--- src/rtl/wb_port_arbiter_if.sv ---
// rtl/wb_port_arbiter_if.sv - writeback requester and regfile write-port bundle
interface wb_port_arbiter_if #(
   parameter int NREQ = 3,
   parameter int XLEN = 64,
   parameter int AW   = 5
);
   logic [NREQ-1:0]      req_valid;
   logic [NREQ-1:0]      req_ready;
   logic [NREQ*AW-1:0]   req_waddr;
   logic [NREQ*XLEN-1:0] req_wdata;
   logic                 rf_we;
   logic [AW-1:0]        rf_waddr;
   logic [XLEN-1:0]      rf_wdata;
   logic [31:0]          pend_mask;

   modport master (
      output req_valid, req_waddr, req_wdata,
      input  req_ready, rf_we, rf_waddr, rf_wdata, pend_mask
   );

   modport slave (
      input  req_valid, req_waddr, req_wdata,
      output req_ready, rf_we, rf_waddr, rf_wdata, pend_mask
   );
endinterface

--- src/rtl/wb_port_arbiter.sv ---
// rtl/wb_port_arbiter.sv - round-robin share of the regfile write port among writeback sources
module wb_port_arbiter #(
   parameter int NREQ = 3,
   parameter int XLEN = 64,
   parameter int AW   = 5
) (
   input  logic               clk,
   input  logic               rst_n,
   input  logic               flush,
   wb_port_arbiter_if.slave   bus
);
   localparam int PW = (NREQ > 1) ? $clog2(NREQ) : 1;

   logic [NREQ-1:0] full;
   logic [AW-1:0]   buf_addr [NREQ];
   logic [XLEN-1:0] buf_data [NREQ];
   logic [PW-1:0]   ptr;
   logic [PW-1:0]   gnt_idx;
   logic            gnt_any;
   logic [NREQ-1:0] gnt_vec;
   logic [NREQ-1:0] accept;
   logic            rf_we_q;
   logic [AW-1:0]   rf_waddr_q;
   logic [XLEN-1:0] rf_wdata_q;
   logic [31:0]     pend;

   // First full buffer after the last winner; flush suppresses the grant.
   always_comb begin
      int idx;
      idx     = 0;
      gnt_any = 1'b0;
      gnt_idx = '0;
      if (!flush) begin
         for (int k = 1; k <= NREQ; k++) begin
            idx = (int'(ptr) + k) % NREQ;
            if (!gnt_any && full[idx]) begin
               gnt_any = 1'b1;
               gnt_idx = PW'(idx);
            end
         end
      end
      gnt_vec = gnt_any ? (NREQ'(1) << gnt_idx) : '0;
   end

   assign bus.req_ready = {NREQ{rst_n & ~flush}} & (~full | gnt_vec);
   assign accept        = bus.req_valid & bus.req_ready;

   always_ff @(posedge clk) begin
      if (!rst_n) begin
         full       <= '0;
         ptr        <= PW'(NREQ - 1);
         rf_we_q    <= 1'b0;
         rf_waddr_q <= '0;
         rf_wdata_q <= '0;
      end else begin
         rf_we_q <= gnt_any;
         if (gnt_any) begin
            rf_waddr_q <= buf_addr[gnt_idx];
            rf_wdata_q <= buf_data[gnt_idx];
            ptr        <= gnt_idx;
         end
         // A refill in the grant cycle keeps the buffer full; x0 writes are dropped.
         for (int i = 0; i < NREQ; i++) begin
            if (flush)
               full[i] <= 1'b0;
            else if (accept[i] && (bus.req_waddr[i*AW +: AW] != '0))
               full[i] <= 1'b1;
            else if (gnt_vec[i])
               full[i] <= 1'b0;
         end
      end
   end

   always_ff @(posedge clk) begin
      for (int i = 0; i < NREQ; i++) begin
         if (accept[i]) begin
            buf_addr[i] <= bus.req_waddr[i*AW +: AW];
            buf_data[i] <= bus.req_wdata[i*XLEN +: XLEN];
         end
      end
   end

   always_comb begin
      pend = '0;
      for (int i = 0; i < NREQ; i++) begin
         if (full[i])
            pend = pend | (32'(1) << buf_addr[i]);
      end
      if (rf_we_q)
         pend = pend | (32'(1) << rf_waddr_q);
      bus.pend_mask = rst_n ? pend : 32'd0;
   end

   assign bus.rf_we    = rf_we_q;
   assign bus.rf_waddr = rf_waddr_q;
   assign bus.rf_wdata = rf_wdata_q;
endmodule

--- src/flat_wrapper.sv ---
// flat-port wrapper written by rule: the top's interface ports become plain ports
module wb_port_arbiter_flat 
#(
   parameter int NREQ = 3,
   parameter int XLEN = 64,
   parameter int AW   = 5
)
  (clk, rst_n, flush, bus_req_valid, bus_req_waddr, bus_req_wdata, bus_req_ready, bus_rf_we, bus_rf_waddr, bus_rf_wdata, bus_pend_mask);
  wb_port_arbiter_if #(.NREQ(NREQ), .XLEN(XLEN), .AW(AW)) bus_i ();
  input  logic clk;
  input  logic rst_n;
  input  logic flush;
  input wire logic [$bits(bus_i.req_valid)-1:0] bus_req_valid;
  input wire logic [$bits(bus_i.req_waddr)-1:0] bus_req_waddr;
  input wire logic [$bits(bus_i.req_wdata)-1:0] bus_req_wdata;
  output wire logic [$bits(bus_i.req_ready)-1:0] bus_req_ready;
  output wire logic [$bits(bus_i.rf_we)-1:0] bus_rf_we;
  output wire logic [$bits(bus_i.rf_waddr)-1:0] bus_rf_waddr;
  output wire logic [$bits(bus_i.rf_wdata)-1:0] bus_rf_wdata;
  output wire logic [$bits(bus_i.pend_mask)-1:0] bus_pend_mask;
  assign bus_i.req_valid = bus_req_valid;
  assign bus_i.req_waddr = bus_req_waddr;
  assign bus_i.req_wdata = bus_req_wdata;
  assign bus_req_ready = bus_i.req_ready;
  assign bus_rf_we = bus_i.rf_we;
  assign bus_rf_waddr = bus_i.rf_waddr;
  assign bus_rf_wdata = bus_i.rf_wdata;
  assign bus_pend_mask = bus_i.pend_mask;
  wb_port_arbiter #(.NREQ(NREQ), .XLEN(XLEN), .AW(AW)) u_core (.clk(clk), .rst_n(rst_n), .flush(flush), .bus(bus_i));
endmodule
--- config.mk ---
export PLATFORM = sky130hd
export DESIGN_NAME = wb_port_arbiter_flat
export DESIGN_NICKNAME = d
export VERILOG_FILES = /design/src/rtl/wb_port_arbiter_if.sv /design/src/rtl/wb_port_arbiter.sv /design/src/flat_wrapper.sv
export SDC_FILE = /design/constraint.sdc
export NUM_CORES = 1
export LEC_CHECK = 0
export BUFFER_PORTS_ARGS = -buffer_cell sky130_fd_sc_hd__buf_2
export CORE_MARGIN = 10
export CORE_UTILIZATION = 50
export DETAILED_ROUTE_END_ITERATION = 12
export HOLD_SLACK_MARGIN = 0.03
export PLACE_DENSITY_LB_ADDON = 0.25
export SYNTH_ARGS = -nofsm -noshare
export SYNTH_HDL_FRONTEND = slang
export SYNTH_SLANG_ARGS = --single-unit
--- constraint.sdc ---
create_clock -name clk -period 9 [get_ports clk]
set_input_delay 1.8 -clock clk [delete_from_list [all_inputs] [get_ports clk]]
set_output_delay 1.8 -clock clk [all_outputs]
set_load 0.005 [all_outputs]
Word-level counts from Yosys, hierarchy flattened:

Memory sizes are Yosys's and may differ from the RTL's. A register that Yosys moved wholly into a read port is not among the register bits.
Cells that the tools add are included.

* add/subtract/negate cells: 3
* div/mod/pow operators: 3
* magnitude comparators: 3
* shifts and indexed selects: 5
* multiplexer cells: 37
* bitwise gates (word level): 10
* reductions and logical operators: 16

Operators by type and width (count)
* two-way mux 32 bit: 5
* << shifter 1 x 5 -> 32 bit, first input constant: 4
* < comparator 32 x 4 -> 1 bit, second input constant: 3
* modulo 32 x 3 -> 32 bit, second input constant: 3
* OR 32 bit: 3
* two-way mux 1 bit: 24
* nonzero test 5 bit: 3
* two-way mux 2 bit: 4
* adder 2 x 2 -> 3 bit, second input constant: 2
* AND 3 bit: 2
* binary-select mux 1 bit (select 2 bit): 3
* nonzero test 2 bit: 3
* logical AND 1 bit: 5
* zero test 1 bit: 4
* adder 2 x 1 -> 3 bit, second input constant: 1
* two-way mux 3 bit: 1
* NOT 3 bit: 1
* OR 3 bit: 1
* << shifter 1 x 2 -> 3 bit, first input constant: 1
* NOT 1 bit: 2
* OR reduction 2 bit: 1
* AND 1 bit: 1

* register bits: 6
* RAM bits: 207
* input bits: 213
* output and inout bits: 105
* word-level logic and storage cells: 84
* memories kept: 2

Memories
* u_core.buf_data: words 3, width 64, read ports 1, clocked after memory_dff 1, wr ports 3, RTL line wb_port_arbiter.sv:16 `logic [XLEN-1:0] buf_data [NREQ];`
* u_core.buf_addr: words 3, width 5, read ports 4, clocked after memory_dff 1, wr ports 3, RTL line wb_port_arbiter.sv:15 `logic [AW-1:0] buf_addr [NREQ];`

Logic depth before layout (Yosys ltp):

* depth in word-level cells: 22
* gate-level depth with buffers: 11
* depth with buffers taken out: 7

Worst setup path after synthesis:

No wires, ideal clock.

* kind: input-to-reg
* from: input flush
* to: memory u_core.buf_addr[1][0], enable pin
* library setup time: 0.435 ns
* arrival time: 4.011 ns
* required time: 8.565 ns
* slack: 4.555 ns
* stages: 5
* path buffers: 1
* cells stage by stage: inv_1 nand4_1 buf_2 a21oi_1 and2_1

RTL lines
* from (decl): RTL line flat_wrapper.sv:12 `input logic flush;`
* to (decl): RTL line wb_port_arbiter.sv:15

Worst setup path in the final report:

* from: input flush
* to: output bus_req_ready[1]

* longest elaborated chain between the ends: 5
* elaborated cells between the ends (all ways): 8
* classes of those cells: shift (1); mux (3); bitwise (4)

Ends and longest elaborated chain
* two-way mux 2 bit: RTL line wb_port_arbiter.sv:33 `if (!flush) begin`
* << shifter 1 x 2 -> 3 bit: RTL line wb_port_arbiter.sv:42 `gnt_vec = gnt_any ? (NREQ'(1) << gnt_idx) : '0;`
* two-way mux 3 bit: RTL line wb_port_arbiter.sv:42
* OR 3 bit: RTL line wb_port_arbiter.sv:45 `assign bus.req_ready = {NREQ{rst_n & ~flush}} & (~full | gnt_vec);`
* AND 3 bit *: RTL line wb_port_arbiter.sv:45
* to (decl): RTL line flat_wrapper.sv:16 `output wire logic [$bits(bus_i.req_ready)-1:0] bus_req_ready;`

Every way passes the cells marked *; elsewhere a longest branch is shown, timed or not.

==> metrics.md <==
| Metric | Value |
|---|---|
| Post-DRT Antenna Nets | 0 |
| Setup repair bufs after CTS | 0 |
| Clock input transition at the sequential cells of the worst setup and hold paths | 0.06 ns |
| Area growth from synthesis to layout | 24.09% |
| Setup-failing EPs final | 0 |
| Critical-path top delay cell | buf_4 |
| Clock buffers created by TritonCTS | 29 |
| H-Tree Depth | 1 |
| Synthesized instance count | 811 |
| Routability-driven placement congestion ratio | 0.9251 |
| Post-detailed-placement cell area | 0.01275 mm2 |
| Horizontal die dimension | 168.4 um |
| FF-to-FF Start | u_core.ptr[0]$_SDFFE_PN0P_ |
| Std cell rows | 54 |
| Layout net count | 1328 |
| Maximum resistive drop on vdd | 0.2074 mV |
| Number of global-route vias before repair | 8631 |
| Delay contributed by the slowest stage of the critical path | 0.51 ns |
| Critical path type | primary input to output port |
| Synth warn | 0 |
| Port-buffer cells | 317 |
| Total half-perimeter wirelength after legalization and detailed placement | 22740 um |
| Worst Clk Skew | 0.009814 ns |
| Sum of routed wire length over all layers | 32850 um |
| Initial cell density of the core | 0.5060 |
| Ys async rst share | 0 |
| Overall routing resource usage | 0.2200 |
| Category of the worst setup path capture point | output port |
| Top fanout value on the critical path | 33 |
| First-pass GRT wire length | 49450 um |
| Hold Path End | u_core.bus.rf_wdata[16]$_SDFFE_PN0P_ |
| Sequential-to-total area share from yosys stat | 0.7011 |
| Switching Fraction | 0.2205 |
| Total grt overflow | 0 |
| Multi-input gate area in the final layout | 0.003040 mm2 |
| Slew margin rel. | 0.2494 |
| Worst Reg-to-Reg Cells | 9 |
| Starting DRC count in detailed routing | 640 |
| Fillers | 1759 |
| Via-per-instance ratio | 5.662 |
| Synthesized netlist net count | 1026 |
| Worst reg2reg path endpoint | u_core.buf_data[1][2]$_DFFE_PP_ |
| Die ar. | 0.02835 mm2 |
| DRC Markers | 0 |
| Unrepaired setup endpoints after global routing | false |
| Total via count in the routed design | 8034 |
| Endpoint required time on the critical path | 7.20 ns |
| Period minus WS final | 4.873 ns |
| Clock tree from TritonCTS | built |
| Hold-fix buffers at CTS | 0 |
| Avg WL per Cell | 23.15 um |
| Slew at the pin closest to its max-slew limit | 1.126 ns |
| Count of TritonRoute iterations in the first routing pass | 5 |
| Summed instance area of the synthesized netlist | 0.01101 mm2 |
| Fmax achieved | 205.2 MHz |
| I/O pin cnt | 318 |
| Cells along the critical path | buf_2 > inv_1 > nand4_1 > buf_4 > a21oi_1 > buf_2 |
| Clock Power Share | 0.405 |
| Hold path depth | 2 |
| Register area | 0.007717 mm2 |
| Max-slew violation total from the final report | 0 |
| Y dimension of the die | 168.4 um |
| Crit path top cell by count | buf_2 |
| Core Box Area | 0.02176 mm2 |
| Synth unique cells | 44 |
| Setup slack of the most critical reg-to-reg path | 5.49 ns |
| Part of the power in combinational logic | 0.067 |
| Fraction of final layout cells sized beyond drive strength 1 | 0.3322 |
| Worst Min Path Start | u_core.buf_data[2][16]$_DFFE_PP_ |
| Worst hold-check path type | flip-flop to flip-flop |
| Design internal power | 0.002193 W |
| Initial antenna violation count | 4 |
| Kind of start point of the critical path | primary input |
| Syn_area_per_cell | 13.57 um2 |
| Primary flip-flop cell chosen by synthesis mapping | edfxtp_1 |
| Number of sinks handled by clock tree synthesis | 282 |
| Leakage power | 5.614 nW |
| Portion of total power attributed to sequential cells | 0.527 |
| Largest net degree at the start of global routing | 70 |
| Net Sw Power | 0.0006202 W |
| Post-route clock period utilization | 0.5414 |
| Run status | finished, final reports clean |
| Final core utilization | 0.6278 |
| Critical path data arrival time | 3.07 ns |
| Max Cap Violations | 0 |
| Clock latency on the worst-skew pair | 0.55 ns |
| Hold violation total from the final report | 0 |
| Flops & latches, synth | 282 |
| Maximum buffer depth of the clock tree | 3 |
| Area of all placed cells without fillers | 0.01366 mm2 |
| Buffer type at the clock tree root | clkbuf_16 |
| Post-synth EDFFs | 207 |
| Number of resized instances in the post-cts repair step | 0 |
| Power density over the cells | 205.9 mW/mm2 |
| Setup TNS after final layout | 0 ns |
==> state kept, by name, summed over array words and instances (netlist names) <==
register             cells
u_core.buf_data        192
u_core.bus.rf_wdata     64
u_core.ptr               2
u_core.buf_addr         15
u_core.bus.rf_we         1
u_core.full              3
u_core.bus.rf_waddr      5
==> worst max path at each step <==
| stage | from | endpoint |
|---|---|---|
| 2_1_floorplan | flush | u_core.buf_addr[1][0]$_DFFE_PP_ |
| 3_3_place_gp | flush | bus_req_ready[1] |
| 3_5_place_dp | flush | bus_req_ready[1] |
| 4_1_cts | flush | bus_req_ready[1] |
| 5_1_grt | flush | bus_req_ready[1] |
| 6_report | flush | bus_req_ready[1] |
==> power by group through the flow <==
stage | combinational, W | clock, W | sequential [W]
2_1_floorplan | 0.0000888 | 0 | 0.00150
3_3_place_gp | 0.000188 | 0 | 0.00151
3_5_place_dp | 0.000191 | 0 | 0.00151
4_1_cts | 0.000192 | 0.00116 | 0.00148
5_1_grt | 0.000208 | 0.00122 | 0.00149
6_report | 0.000189 | 0.00114 | 0.00148
==> stage by stage <==
| step | hold slack (ns) | std cells | power (W) | setup WS [ns] |
|---|---|---|---|---|
| 3_3_place_gp | 0.4459 | 1362 | 0.001696 | 4.142 |
| 4_1_cts | 0.4663 | 1415 | 0.002833 | 4.133 |
| 2_1_floorplan | 0.4412 | 811 | 0.001589 | 4.555 |
| 3_5_place_dp | 0.4547 | 1362 | 0.001701 | 4.128 |
| 5_1_grt | 0.4919 | 1418 | 0.002913 | 4.028 |
| 6_report | 0.4644 | 1419 | 0.002813 | 4.127 |
==> layout by cell type (no fill, tap or decap), types with 5 or more instances in the layout <==
| master | instances |
|---|---|
| buf_2 | 317 |
| edfxtp_1 | 207 |
| nor2_1 | 80 |
| dfxtp_1 | 75 |
| mux2i_1 | 69 |
| a22oi_1 | 69 |
| o21ai_0 | 64 |
| nor3_1 | 36 |
| o22ai_1 | 30 |
| clkbuf_16 | 29 |
| nand2_1 | 19 |
| clkbuf_1 | 14 |
| nand2b_1 | 13 |
| o21ai_1 | 10 |
| nand3_1 | 9 |
| o32ai_1 | 9 |
| nand3b_1 | 8 |
| a21oi_1 | 7 |
| inv_1 | 5 |
| buf_4 | 5 |
==> cell usage after synthesis (all sizes together) (7+ instances only) <==
cell	instances	share of area
edfxtp	207	0.56
nor2	80	0.027
dfxtp	75	0.14
o21ai	75	0.034
a22oi	70	0.049
mux2i	69	0.063
nor3	36	0.016
clkbuf	31	0.011
o22ai	30	0.017
buf	20	0.012
nand2	20	0.0075
nand2b	13	0.0074
nand3	9	0.0041
o32ai	9	0.0072
nand3b	8	0.0055
a21oi	7	0.0032
==> metal layers <==
| metal | vias up | track usage | part of all wire |
|---|---|---|---|
| met4 | 0 | 0.07078 | 0.027 |
| li1 | 3722 | - | - |
| met1 | 3842 | 0.2673 | 0.39 |
| met2 | 406 | 0.3753 | 0.50 |
| met5 | - | 0 | 0 |
| met3 | 64 | 0.05541 | 0.082 |
==> cells by family (layout without fill, tap and decap cells) <==
family,count (synthesis),after routing,share of synthesized area
flops,282,282,0.7011
compound gates,201,201,0.1187
simple gates,200,200,0.09002
mux,69,69,0.06274
buf+inv,56,380,0.02421
fa+ha+maj,3,3,0.003296
other cells,0,4,0
==> cell type report <==
class | instances | area share
diodes | 4 | 0.0007328
flip-flops and latches | 282 | 0.5650
multi-input cells | 473 | 0.2226
repair buffers | 322 | 0.1189
well taps | 280 | 0.02565
inverters | 5 | 0.001374
clock buffers | 43 | 0.05698
clock inverters | 10 | 0.008794
==> critical path, delay by kind of cell <==
kind | cells | cell delay [ns]
buffers and inverters | 4 | 0.92
AND/OR/NAND/NOR | 1 | 0.10
AO/OA/AOI/OAI | 1 | 0.24
Note: power is estimated with default switching activity, not from simulation.
